==> config.mk <==
export PLATFORM = sky130hd
export DESIGN_NAME = decode_stage
export DESIGN_NICKNAME = d
export VERILOG_FILES = /design/src/rtl/decode_stage.sv
export SDC_FILE = /design/constraint.sdc
export NUM_CORES = 1
export LEC_CHECK = 0
export ABC_AREA = 0
export BUFFER_PORTS_ARGS = -buffer_cell sky130_fd_sc_hd__buf_2
export CAP_MARGIN = 20
export CORE_UTILIZATION = 45
export DETAILED_ROUTE_END_ITERATION = 16
export PLACE_DENSITY_LB_ADDON = 0.05
export SYNTH_ARGS = -nofsm -noshare
export SYNTH_HDL_FRONTEND = slang
export SYNTH_SLANG_ARGS = --single-unit
==> constraint.sdc <==
create_clock -name clk -period 5.2 [get_ports clk]
set_input_delay 0 -clock clk [delete_from_list [all_inputs] [get_ports clk]]
set_output_delay 0 -clock clk [all_outputs]
set_load 0.05 [all_outputs]
==> src/rtl/decode_stage.sv <==
// decode_stage: RV32I decoder feeding a first-word-fall-through FIFO of decoded entries.
// Define DECODE_RV32M_EN to also decode RV32M (funct7=0000001) as legal mul/div ops.
module decode_stage #(
   parameter int PC_WIDTH = 32,
   parameter int DEPTH    = 2
) (
   input  logic                  clk,
   input  logic                  rst,
   input  logic                  flush,
   input  logic                  in_valid,
   output logic                  in_ready,
   input  logic [31:0]           instr_in,
   input  logic [PC_WIDTH-1:0]   pc_in,
   output logic                  out_valid,
   input  logic                  out_ready,
   output logic [PC_WIDTH-1:0]   out_pc,
   output logic [3:0]            out_alu_op,
   output logic [1:0]            out_alu_src,
   output logic                  out_reg_write,
   output logic                  out_mem_read,
   output logic                  out_mem_write,
   output logic [1:0]            out_mem_to_reg,
   output logic                  out_branch,
   output logic                  out_jump,
   output logic [2:0]            out_funct3,
   output logic [4:0]            out_rd,
   output logic [4:0]            out_rs1,
   output logic [4:0]            out_rs2,
   output logic [31:0]           out_imm,
   output logic                  out_illegal,
   output logic                  out_muldiv,
   output logic [2:0]            out_muldiv_op,
   output logic [$clog2(DEPTH):0] count
);
   localparam int AW = $clog2(DEPTH);
   localparam logic [AW:0] FULL = (AW+1)'(DEPTH);
   localparam logic [6:0] OPC_R = 7'b0110011, OPC_I = 7'b0010011, OPC_LD = 7'b0000011,
                          OPC_ST = 7'b0100011, OPC_BR = 7'b1100011, OPC_LUI = 7'b0110111,
                          OPC_AUI = 7'b0010111, OPC_JAL = 7'b1101111, OPC_JALR = 7'b1100111;
   typedef struct packed {
      logic [PC_WIDTH-1:0] pc;
      logic [3:0]          alu_op;
      logic [1:0]          alu_src;
      logic                reg_write;
      logic                mem_read;
      logic                mem_write;
      logic [1:0]          mem_to_reg;
      logic                branch;
      logic                jump;
      logic [2:0]          funct3;
      logic [4:0]          rd;
      logic [4:0]          rs1;
      logic [4:0]          rs2;
      logic [31:0]         imm;
      logic                illegal;
      logic                muldiv;
      logic [2:0]          muldiv_op;
   } entry_t;
   entry_t        r_mem [DEPTH];
   entry_t        w_dec;
   entry_t        w_head;
   logic [AW-1:0] r_wp;
   logic [AW-1:0] r_rp;
   logic [AW:0]   r_count;
   logic [6:0]    w_opc;
   logic [6:0]    w_f7;
   logic [2:0]    w_f3;
   logic [3:0]    w_alu;
   logic          w_ill;
   logic          w_m;
   logic          w_push;
   logic          w_pop;
   logic [31:0]   w_imm_i;
   logic [31:0]   w_imm_s;
   logic [31:0]   w_imm_b;
   logic [31:0]   w_imm_u;
   logic [31:0]   w_imm_j;
   assign w_opc   = instr_in[6:0];
   assign w_f3    = instr_in[14:12];
   assign w_f7    = instr_in[31:25];
   assign w_imm_i = {{20{instr_in[31]}}, instr_in[31:20]};
   assign w_imm_s = {{20{instr_in[31]}}, instr_in[31:25], instr_in[11:7]};
   assign w_imm_b = {{19{instr_in[31]}}, instr_in[31], instr_in[7], instr_in[30:25], instr_in[11:8], 1'b0};
   assign w_imm_u = {instr_in[31:12], 12'b0};
   assign w_imm_j = {{11{instr_in[31]}}, instr_in[31], instr_in[19:12], instr_in[20], instr_in[30:21], 1'b0};
`ifdef DECODE_RV32M_EN
   assign w_m = (w_opc == OPC_R) && (w_f7 == 7'b0000001);
`else
   assign w_m = 1'b0;
`endif
   // funct3 to ALU op; funct7[5] picks SRA over SRL (SUB is handled for R-type only)
   always_comb begin
      w_alu = 4'b0000;
      case (w_f3)
         3'b001: w_alu = 4'b0101;
         3'b010: w_alu = 4'b1000;
         3'b011: w_alu = 4'b1001;
         3'b100: w_alu = 4'b0100;
         3'b101: w_alu = w_f7[5] ? 4'b0111 : 4'b0110;
         3'b110: w_alu = 4'b0011;
         3'b111: w_alu = 4'b0010;
         default: w_alu = 4'b0000;
      endcase
   end
   // register indices are the raw instruction fields regardless of format
   always_comb begin
      w_dec        = '0;
      w_ill        = 1'b0;
      w_dec.pc     = pc_in;
      w_dec.funct3 = w_f3;
      w_dec.rd     = instr_in[11:7];
      w_dec.rs1    = instr_in[19:15];
      w_dec.rs2    = instr_in[24:20];
      case (w_opc)
         OPC_R: begin
            w_dec.alu_op    = w_m ? 4'b0000 : (w_f3 == 3'b000 && w_f7[5]) ? 4'b0001 : w_alu;
            w_dec.reg_write = 1'b1;
            w_dec.muldiv    = w_m;
            w_dec.muldiv_op = w_m ? w_f3 : 3'b000;
            w_ill = !((w_f7 == 7'b0) || w_m ||
                      (w_f7 == 7'b0100000 && (w_f3 == 3'b000 || w_f3 == 3'b101)));
         end
         OPC_I: begin
            w_dec.alu_op    = w_alu;
            w_dec.alu_src   = 2'b01;
            w_dec.reg_write = 1'b1;
            w_dec.imm       = w_imm_i;
            w_ill = (w_f3 == 3'b001 && w_f7 != 7'b0) ||
                    (w_f3 == 3'b101 && w_f7 != 7'b0 && w_f7 != 7'b0100000);
         end
         OPC_LD: begin
            w_dec.alu_src    = 2'b01;
            w_dec.reg_write  = 1'b1;
            w_dec.mem_read   = 1'b1;
            w_dec.mem_to_reg = 2'b11;
            w_dec.imm        = w_imm_i;
            w_ill = (w_f3 == 3'b011) || (w_f3 == 3'b110) || (w_f3 == 3'b111);
         end
         OPC_ST: begin
            w_dec.alu_src   = 2'b01;
            w_dec.mem_write = 1'b1;
            w_dec.imm       = w_imm_s;
            w_ill = (w_f3 > 3'b010);
         end
         OPC_BR: begin
            w_dec.alu_op = 4'b0001;
            w_dec.branch = 1'b1;
            w_dec.imm    = w_imm_b;
            w_ill = (w_f3 == 3'b010) || (w_f3 == 3'b011);
         end
         OPC_LUI: begin
            w_dec.reg_write  = 1'b1;
            w_dec.mem_to_reg = 2'b01;
            w_dec.imm        = w_imm_u;
         end
         OPC_AUI: begin
            w_dec.alu_src   = 2'b11;
            w_dec.reg_write = 1'b1;
            w_dec.imm       = w_imm_u;
         end
         OPC_JAL: begin
            w_dec.reg_write  = 1'b1;
            w_dec.mem_to_reg = 2'b10;
            w_dec.jump       = 1'b1;
            w_dec.imm        = w_imm_j;
         end
         OPC_JALR: begin
            w_dec.alu_src    = 2'b01;
            w_dec.reg_write  = 1'b1;
            w_dec.mem_to_reg = 2'b10;
            w_dec.jump       = 1'b1;
            w_dec.imm        = w_imm_i;
            w_ill = (w_f3 != 3'b000);
         end
         default: w_ill = 1'b1;
      endcase
      w_dec.illegal = w_ill;
      if (w_ill) begin
         w_dec.reg_write = 1'b0;
         w_dec.mem_read  = 1'b0;
         w_dec.mem_write = 1'b0;
         w_dec.branch    = 1'b0;
         w_dec.jump      = 1'b0;
         w_dec.muldiv    = 1'b0;
      end
   end
   assign in_ready  = (r_count < FULL) & ~flush & ~rst;
   assign out_valid = (r_count != '0);
   assign w_push    = in_valid & in_ready;
   assign w_pop     = out_valid & out_ready & ~flush;
   always_ff @(posedge clk) begin
      if (w_push) r_mem[r_wp] <= w_dec;
   end
   always_ff @(posedge clk) begin
      if (rst || flush) begin
         r_wp    <= '0;
         r_rp    <= '0;
         r_count <= '0;
      end else begin
         if (w_push) r_wp <= r_wp + 1'b1;
         if (w_pop) r_rp <= r_rp + 1'b1;
         r_count <= (w_push & ~w_pop) ? r_count + 1'b1 :
                    (w_pop & ~w_push) ? r_count - 1'b1 : r_count;
      end
   end
   assign w_head         = out_valid ? r_mem[r_rp] : '0;
   assign out_pc         = w_head.pc;
   assign out_alu_op     = w_head.alu_op;
   assign out_alu_src    = w_head.alu_src;
   assign out_reg_write  = w_head.reg_write;
   assign out_mem_read   = w_head.mem_read;
   assign out_mem_write  = w_head.mem_write;
   assign out_mem_to_reg = w_head.mem_to_reg;
   assign out_branch     = w_head.branch;
   assign out_jump       = w_head.jump;
   assign out_funct3     = w_head.funct3;
   assign out_rd         = w_head.rd;
   assign out_rs1        = w_head.rs1;
   assign out_rs2        = w_head.rs2;
   assign out_imm        = w_head.imm;
   assign out_illegal    = w_head.illegal;
   assign out_muldiv     = w_head.muldiv;
   assign out_muldiv_op  = w_head.muldiv_op;
   assign count          = r_count;
endmodule

==> impl_results.md, run 1 <==
* Hold Path Stages at 2
* Hold Crit Class: in2reg
* Worst r2r path cells at 4
* Post-CTS sizing at 0
* Initial Util at 0.4673
* Power Dens Cells at 307.6 nW/um^2
* Clock sink total at 197
* First-pass GRT wire length at 27.24 mm
* Final setup fails at 0
* Ports at 173
* Pin count of the biggest net entering global routing at 97
* Post-synthesis adder-cell area fraction at 0.001527
* RSZ-0062 raised after global routing: false
* LEAKAGE at 3.906 nW
* Core ar. at 17540 um^2
* Main combinational cell family by area after synthesis: multiplexers
* Synth unique cells at 41
* CP max stage cell: nor2_4
* Max-slew violation count at 0
* Rel. slew slack at 0.2900
* Area grow syn2layout at 26.29%
* Root Buffer: clkbuf_16
* Reg2reg end: r_mem[0][26]
* Max Cap Violations at 0
* Final Hold Vio Count at 0
* Type of element launching the critical path: flop
* H-Tree Depth at 4
* Clock power share at 0.359
* Iter 0 DRT Violations at 315
* Die X at 136.9 um
* Int Power at 2.457 mW
* Hpwl dp at 11.29 mm
* Skew-Pair Late Insertion Delay at 0.43 ns
* CTS tree: done
* Commonest non-fill, non-tap cell in the layout: edfxtp_1
* Final wirelength at 17.97 mm
* Final Critical Period at 2.709 ns
* Vias post-DR at 5176
* Avg Synthesized Cell Area at 14.63 um^2
* Final Cycle Share at 0.5209
* NetSw at 0.7256 mW
* Drt first pass iters at 4
* WHS at 0.04139 ns
* Simple-Gate Fraction of Synth Area at 0.09101
* Setup tns final at 0 ns
* WP buf/inv at 1
* Initial antenna violation count at 0
* Clk slew on worst S/H paths at 0.06 ns
* VDD IR-drop max at 0.2450 mV
* CP Cell Sequence: nor3_1, nand2_1, nor2_4, buf_4
* Synth Register Bits at 197
* DIE AREA at 18750 um^2
* Reg2Reg Setup Slack at 2.49 ns
* Compound-gate portion of the synthesized area at 0.04169
* Crit Path Max Fanout at 34
* Global route total overflow at 0
* Clock Skew at 0.006005 ns
* Buffers on Ports at 168
* Cells after Synth at 560
* WL/cell at 17.60 um
* Xor and xnor area share after synthesis at 0.006413
* Req. time, crit path at 5.27 ns
* Seq/Total Area, Yosys at 0.7158
* Clock buffer count from CTS at 17
* Worst Setup End Kind: flop
* CP startpoint: count[1]
* Critical Path Max Stage Delay at 0.83 ns
* Fraction of registers with async set or reset after synthesis at 0
* Status: finished, final reports clean
* Clk buf depth at 2
* Reg2Reg Launch Point: count[1]
* Row cnt at 48
* Worst Hold Launch: instr_in[6]
* Hold path endpoint: r_mem[0][55]
* Yosys Warn Count at 0
* Die height at 136.9 um
* Post-synth EDFFs at 192
* Worst Tran Pin Value at 1.065 ns
* Vias in the first global route at 5225
* Nets at 854
* DRC errors left at 0
* CP top delay family: simple AND/OR/NAND/NOR gates
* GRT Resource Usage Total at 0.1959
* Mux cell area share after synthesis at 0.1185
* Comb pwr share at 0.086
* Post-layout util at 0.5901
* Switch share at 0.2280
* Flop pwr share at 0.555
* Crit Path Category: reg2reg
* Highest clock rate at 0.3692 GHz
* ANT cells at 0
* Antenna viol nets, final at 0
* Routed vias/inst at 5.070
* Share of layout cells above drive strength 1 at 0.2613
* Mapped cell area at 8194 um^2
* GP Congestion at 0.8458
* Signal arrival time at the worst endpoint at 2.78 ns
* Predominant post-synthesis flop cell: edfxtp_1
* Most frequent cells in the layout: 192 x edfxtp_1, 168 x buf_2, 111 x nor2_1
-- flip-flops by register name, summed over array words and instances, names as in the netlist, named ones only --
register,count
r_rp,1
r_mem,192
r_wp,1
count,2
-- area by class of cell --
cell class | instances | area, um^2
inverter | 9 | 33.78
clock buffer | 22 | 444.2
timing repair buffer | 236 | 1504
fill | 1439 | 7188
tap | 225 | 281.5
clock inverter | 9 | 57.56
multi-input combinational | 323 | 2158
sequential | 197 | 5869
-- power by group through the flow --
stage / Sequential [mW] / Clock (mW) / Combinational [mW]
detailed placement: 1.80 / 0 / 0.241
floorplan: 1.80 / 0 / 0.159
CTS: 1.77 / 1.16 / 0.277
global placement: 1.80 / 0 / 0.237
global route: 1.77 / 1.22 / 0.296
finish: 1.77 / 1.14 / 0.275
-- cell families (layout without fill, tap and decap cells) --
kind of cell | count (synthesis) | count (layout)
flip-flops | 197 | 197
AND/OR/NAND/NOR | 167 | 167
multiplexers | 97 | 97
AO/OA/AOI/OAI | 48 | 48
buffers and inverters | 43 | 276
XOR/XNOR | 6 | 6
adder cells (fa/ha/maj) | 1 | 1
other | 1 | 4
-- routing by layer --
layer	wire, um	vias up	GRT usage
li1	-	2503	-
met3	849	15	0.03333
met5	0	-	0
met4	167	0	0.06838
met1	7866	2513	0.2480
met2	9087	145	0.3387
-- worst max path at each step --
stage	end	slack [ns]	cells past startpoint
after floorplan	r_mem[0][0]	0.18	3
after global placement	r_mem[0][60]	2.59	4
after detailed placement	r_mem[0][60]	2.44	4
after CTS	r_mem[0][26]	2.43	4
after global routing	r_mem[0][32]	2.32	4
final	r_mem[0][26]	2.49	4
-- Yosys cell counts (3+ instances only) --
master | count | area (um^2)
nor2_1 | 113 | 424.2
xor2_1 | 5 | 43.79
clkbuf_1 | 10 | 37.54
buf_1 | 4 | 15.01
edfxtp_1 | 192 | 5766
nor3_1 | 13 | 65.06
nand3_1 | 4 | 20.02
a21o_1 | 21 | 157.7
and3_1 | 3 | 18.77
inv_1 | 9 | 33.78
buf_4 | 6 | 45.04
a21oi_1 | 4 | 20.02
nor2b_1 | 7 | 43.79
a31oi_1 | 3 | 18.77
nand2_1 | 10 | 37.54
a22o_1 | 7 | 61.31
buf_2 | 14 | 70.07
o21ai_0 | 7 | 35.03
mux2i_1 | 97 | 970.9
dfxtp_1 | 5 | 100.1
-- what timing repair did --
item	4_1_cts	5_1_grt
buffers inserted	0	0
hold buffers	61	0
endpoints found under the hold margin	157	0
-- stage by stage --
stage	cells	worst slack (ns)	instance area, um^2	total power [mW]
2_1_floorplan	563	0.1768	8208	1.961
6_report	1021	2.491	10350	3.183
3_3_place_gp	929	2.589	9236	2.037
4_1_cts	1021	2.427	10350	3.207
3_5_place_dp	929	2.437	9236	2.041
5_1_grt	1021	2.322	10350	3.282
(Power assumes the default switching activity.)
==> inputs of run 2 (changes only) <==
Clock period 5.2 ns to 2.24 ns, I/O delays scaled along.
==> run 2 against run 1 <==
Net effect:
- critical path depth is 6 higher
- largest power group unchanged
- flip-flop and latch count stayed put
- utilization is 1.6 points higher
- combinational power is 140% higher
- via count is 0.95% higher
- clock skew is 0.0018 ns higher
- critical path type unchanged
- clock power grew to 2.6 times the previous value
- worst hold slack worse by 0.0079 ns
==> impl_results.md, run 2 (same netlist as run 1, synthesis figures left out) <==
* Status: finished, final reports clean
* Crit Path Category: reg2reg
* Reg2Reg Setup Slack at 0.08 ns (-2.41 ns)
* Commonest non-fill, non-tap cell in the layout: edfxtp_1
* GP Congestion at 0.8273 (-2.2%)
* Signal arrival time at the worst endpoint at 2.48 ns (-0.30 ns)
* Max-slew violation count at 0 (unchanged)
* Req. time, crit path at 2.56 ns (-2.71 ns)
* Flop pwr share at 0.527 (-0.028)
* DRC errors left at 0 (unchanged)
* Vias in the first global route at 5190 (-0.67%)
* Final Cycle Share at 0.9652 (+0.4443)
* LEAKAGE at 4.036 nW (+3.3%)
* Worst Tran Pin Value at 0.6115 ns (-0.4535 ns)
* Antenna viol nets, final at 0 (unchanged)
* Share of layout cells above drive strength 1 at 0.2892 (+0.02794)
* Switch share at 0.2308 (+0.002837)
* Final Instance Area at 10640 um^2 (+2.8%)
* Comb pwr share at 0.085 (about the same)
* Int Power at 5.981 mW (+140%)
* Placed cells at 936 (+0.75%)
* DIE AREA at 18750 um^2 (unchanged)
* Final wirelength at 17.93 mm (-0.21%)
* Crit Path Max Fanout at 3 (-91%)
* Ports at 173 (unchanged)
* Highest clock rate at 0.4625 GHz (+25%)
* CP max stage cell: dlygate4sd3_1
* CP Cell Sequence: buf_4, nor3_4, nand2_2, inv_1, ha_2, xor2_1, nor2_1, xnor2_1, nor3_1, dlygate4sd3_1
* Routed vias/inst at 5.053 (-0.32%)
* Final non-filler cell total at 1034 (+1.3%)
* Final Critical Period at 2.162 ns (-0.5467 ns)
* Root Buffer: clkbuf_16
* Final Total Pwr at 7.775 mW (+140%)
* Largest register FFs at 192 (unchanged)
* Hold Crit Class: in2reg
* CTS tree: done
* Largest register by flop count: r_mem
* ANT cells at 0 (unchanged)
* Nets at 866 (+1.4%)
* VDD IR-drop max at 0.5459 mV (+120%)
* WL/cell at 17.34 um (-1.5%)
* Clk slew on worst S/H paths at 0.07 ns (about the same)
* Initial Util at 0.4673 (unchanged)
* Area grow syn2layout at 29.81%
* Initial antenna violation count at 0 (unchanged)
* Vias post-DR at 5225 (+0.95%)
* Die X at 136.9 um (unchanged)
* Clk buf depth at 2 (unchanged)
* Worst Setup End Kind: flop
* Clock Skew at 0.007792 ns (+0.001786 ns)
* Buffers on Ports at 168 (unchanged)
* Final setup fails at 0 (unchanged)
* First-pass GRT wire length at 26.76 mm (-1.8%)
* GRT Resource Usage Total at 0.1944 (-0.001595)
* Skew-Pair Late Insertion Delay at 0.43 ns (about the same)
* Core ar. at 17540 um^2 (unchanged)
* Clock sink total at 197 (unchanged)
* Clock power share at 0.389 (+0.030)
* Die height at 136.9 um (unchanged)
* Type of element launching the critical path: flop
* Row cnt at 48 (unchanged)
* Final Hold Vio Count at 0 (unchanged)
* Rel. slew slack at 0.5818 (+0.2918)
* NetSw at 1.794 mW (+150%)
* Critical Path Max Stage Delay at 0.55 ns (-0.28 ns)
* Hpwl dp at 11.57 mm (+2.5%)
* WHS at 0.03347 ns (-0.007922 ns)
* Most frequent cells in the layout: 192 x edfxtp_1, 168 x buf_2, 111 x nor2_1
* Max Cap Violations at 0 (unchanged)
* H-Tree Depth at 4 (unchanged)
* Power Dens Cells at 731.0 nW/um^2 (+140%)
* Clock buffer count from CTS at 17 (unchanged)
* Iter 0 DRT Violations at 249 (-21%)
* Area post-placement at 9383 um^2 (+1.6%)
* Pin count of the biggest net entering global routing at 97 (unchanged)
* Drt first pass iters at 4 (unchanged)
* Global route total overflow at 0 (unchanged)
* Setup tns final at 0 ns (unchanged)
-- run 2: layer usage --
layer,global-route usage,routed length [um],up-vias
li1,-,-,2527
met1,0.2533,8091,2542
met2,0.3199,8749,140
met3,0.04407,860,16
met4,0.06654,233,0
met5,0,0,-
-- run 2: path summary, 6_finish.rpt --
check	from	end	cells past startpoint
max	count[1]	count[1]	10
min	instr_in[31]	r_mem[1][32]	3
max reg2reg	count[1]	count[1]	10
min reg2reg	r_rp	r_rp	2
-- run 2: power groups by stage --
stage | Sequential, mW | Combinational, mW | Clock (mW)
after global routing | 4.10 | 0.707 | 3.20
after detailed placement | 4.18 | 0.571 | 0
after floorplan | 4.18 | 0.372 | 0
final | 4.09 | 0.660 | 3.02
after global placement | 4.18 | 0.562 | 0
after CTS | 4.10 | 0.657 | 3.09
-- run 2: per-stage QoR --
stage | util | setup WS (ns)
2_1_floorplan | - | -0.6968
3_3_place_gp | 0.5350 | 0.4203
3_5_place_dp | 0.5350 | 0.4080
4_1_cts | 0.6040 | 0.02921
5_1_grt | 0.6065 | -0.008584
6_report | 0.6065 | 0.07800
-- run 2: cell type report --
class | count | area, um^2
flip-flops and latches | 197 | 5877
multi-input cells | 323 | 2177
well taps | 225 | 281.5
repair buffers | 248 | 1669
clock buffers | 17 | 425.4
fillers | 1419 | 6900
clock inverters | 15 | 172.7
inverters | 9 | 33.78
-- run 2: repair_timing --
item                                    in CTS  in global routing
endpoints found under the setup margin       0                  1
hold endpoints to repair                   155                  0
buffers inserted                             0                  5
gates resized for setup                      0                  4
hold buffers                                61                  0
-- run 2: critical path, delay by kind of cell, from the launching register on --
family / cells / cell delay, ns
buffers and inverters: 3 / 0.77
and+or+nand+nor: 4 / 0.39
DFF: 1 / 0.36
xor gates and xnor gates: 2 / 0.34
adders and majority gates: 1 / 0.18
==> inputs of run 3 (changes only) <==
Settings changed: CELL_PAD_IN_SITES_DETAIL_PLACEMENT set to 2, CELL_PAD_IN_SITES_GLOBAL_PLACEMENT set to 2, CORE_UTILIZATION 45 to 34.
==> run 3 against run 2 <==
Net effect:
- worst hold slack lost 0.0090 ns
- sequential share of layout area shrank 0.069 points
- clock skew grew 0.0069 ns
- clock power shrank 2%
- fmax grew 6.8%
- count of clock-buffer cells in the layout grew 1
- utilization shrank 15 points
- non-clock buffer count shrank 8
- wire length grew 24%
- combinational power grew 2%
- highest routed layer unchanged
==> impl_results.md, run 3 (same netlist as run 1, synthesis figures left out) <==
* H-Tree Depth at 4 (unchanged)
* Crit Path Max Fanout at 20 (+17)
* CP max stage cell: dfxtp_4
* Multi-input logic area at 2172 um^2 (-0.23%)
* Clock Skew at 0.01473 ns (+0.006937 ns)
* LEAKAGE at 3.990 nW (-1.1%)
* Nets at 858 (-0.92%)
* Clk slew on worst S/H paths at 0.07 ns (about the same)
* Post-CTS repair timing setup buffer count at 0 (unchanged)
* Share of layout cells above drive strength 1 at 0.2797 (-0.009596)
* Final setup fails at 0 (unchanged)
* GRT Resource Usage Total at 0.1856 (-0.008724)
* Commonest non-fill, non-tap cell in the layout: edfxtp_1
* Number of fill cells at 2352 (+66%)
* Worst Setup End Kind: output pin
* Row cnt at 56 (+17%)
* CP top delay family: buffers and inverters
* Highest clock rate at 0.4941 GHz (+6.8%)
* Die X at 157.2 um (+15%)
* Final Hold Vio Count at 0 (unchanged)
* Initial antenna violation count at 0 (unchanged)
* Power Dens Cells at 724.6 nW/um^2 (-0.87%)
* Worst Tran Pin Value at 0.6056 ns (-0.005890 ns)
* Most frequent cells in the layout: 192 x edfxtp_1, 168 x buf_2, 111 x nor2_1
* Antenna viol nets, final at 0 (unchanged)
* First-pass GRT wire length at 33.60 mm (+26%)
* Max Cap Violations at 0 (unchanged)
* WP buf/inv at 2 (-1)
* Type of element launching the critical path: flop
* Core ar. at 23540 um^2 (+34%)
* Req. time, crit path at 2.24 ns (-0.32 ns)
* Initial Util at 0.3481 (-0.1192)
* DIE AREA at 24720 um^2 (+32%)
* Crit Path Category: reg2out
* Status: finished, final reports clean
* Largest register FFs at 192 (unchanged)
* Hold Crit Class: in2reg
* Largest register by flop count: r_mem
* Clock sink total at 197 (unchanged)
* Pin count of the biggest net entering global routing at 97 (unchanged)
* Drt first pass iters at 4 (unchanged)
* Sequential Area at 5874 um^2 (about the same)
* GP Congestion at 0.8394 (+1.5%)
* CTS tree: done
* Max-slew violation count at 0 (unchanged)
* Post-layout util at 0.4522 (-0.1544)
* Iter 0 DRT Violations at 192 (-23%)
* DRC errors left at 0 (unchanged)
* Rel. slew slack at 0.5858 (+0.004028)
* RSZ-0062 raised after global routing: false
* Hpwl dp at 14.34 mm (+24%)
* Final Cycle Share at 0.9035 (-0.06166)
* WHS at 0.02447 ns (-0.009004 ns)
* ANT cells at 0 (unchanged)
* Skew-Pair Late Insertion Delay at 0.44 ns (about the same)
* Area grow syn2layout at 29.91% (about the same)
* Signal arrival time at the worst endpoint at 2.02 ns (-0.46 ns)
* Buffers on Ports at 168 (unchanged)
* Placed cells at 1028 (+9.8%)
* Global route total overflow at 0 (unchanged)
* Clk buf depth at 2 (unchanged)
* Ports at 173 (unchanged)
* Final Critical Period at 2.024 ns (-0.1381 ns)
* Final Instance Area at 10650 um^2 (about the same)
* Area post-placement at 9485 um^2 (+1.1%)
* Vias post-DR at 5421 (+3.8%)
* Final non-filler cell total at 1120 (+8.3%)
* Die height at 157.2 um (+15%)
* VDD IR-drop max at 0.4471 mV (-18%)
* Root Buffer: clkbuf_16
* Clock buffer count from CTS at 17 (unchanged)
* WL/cell at 19.88 um (+15%)
* Critical Path Max Stage Delay at 0.61 ns (+0.06 ns)
* Final wirelength at 22.27 mm (+24%)
* CP Cell Sequence: buf_4, mux2i_1, nor2_1, buf_2
* Routed vias/inst at 4.840 (-4.2%)
* Vias in the first global route at 5934 (+14%)
==> run 3: changes by cell type in the layout (fill, tap and decap cells not counted), moves of 2 or more <==
cell,before,now
buf_4,13,6
bufinv_16,2,0
clkinvlp_4,4,1
inv_6,3,5
inv_8,2,5
==> run 3: worst paths after layout <==
kind | startpoint | endpoint | slack [ns] | cells past startpoint
max reg2reg | count[1] | count[1] | 0.55 | 9
min reg2reg | r_rp | flop | 0.58 | 2
max | flop | out_pc[2] | 0.22 | 4
min | in_valid | r_wp | 0.02 | 4
==> run 3: repair_timing <==
action | CTS | global route
hold buffers | 60 | 0
endpoints found under the hold margin | 161 | 0
resized for setup | 0 | 0
==> run 3: power by group <==
part	leakage, nW	switching [mW]	internal, mW
sequential	1.78	0.0184	4.08
combinational	1.93	0.447	0.224
clock	0.276	1.47	1.48
total	3.99	1.93	5.78
==> run 3: layout make-up <==
| type | instances | share of cell area |
|---|---|---|
| multi-input cells | 323 | 0.2040 |
| flip-flops and latches | 197 | 0.5518 |
| well taps | 319 | 0.03749 |
| clock buffers | 18 | 0.04032 |
| clock inverters | 14 | 0.01222 |
| inverters | 9 | 0.003173 |
| repair buffers | 240 | 0.1509 |
==> run 3: worst min-delay path, cell delays in order <==
cell and delay [ns]:
buf_2 0.11, nand2_2 0.10, xor2_1 0.15, nor3_1 0.05
==> run 3: per-layer routing <==
layer,vias to the layer above,track usage,part of all wire
li1,2517,-,-
met5,-,0,0
met1,2763,0.2197,0.42
met4,0,0.05640,0.014
met3,23,0.04020,0.040
met2,118,0.3348,0.53
==> run 3: per-stage QoR <==
step,TNS [ns],worst slack (ns),total power [mW]
detailed placement,0,0.3949,4.772
finish,0,0.2161,7.714
CTS,0,0.2133,7.813
global placement,0,0.4225,4.748
floorplan,-106.36,-0.6968,4.552
global route,0,0.09317,7.993
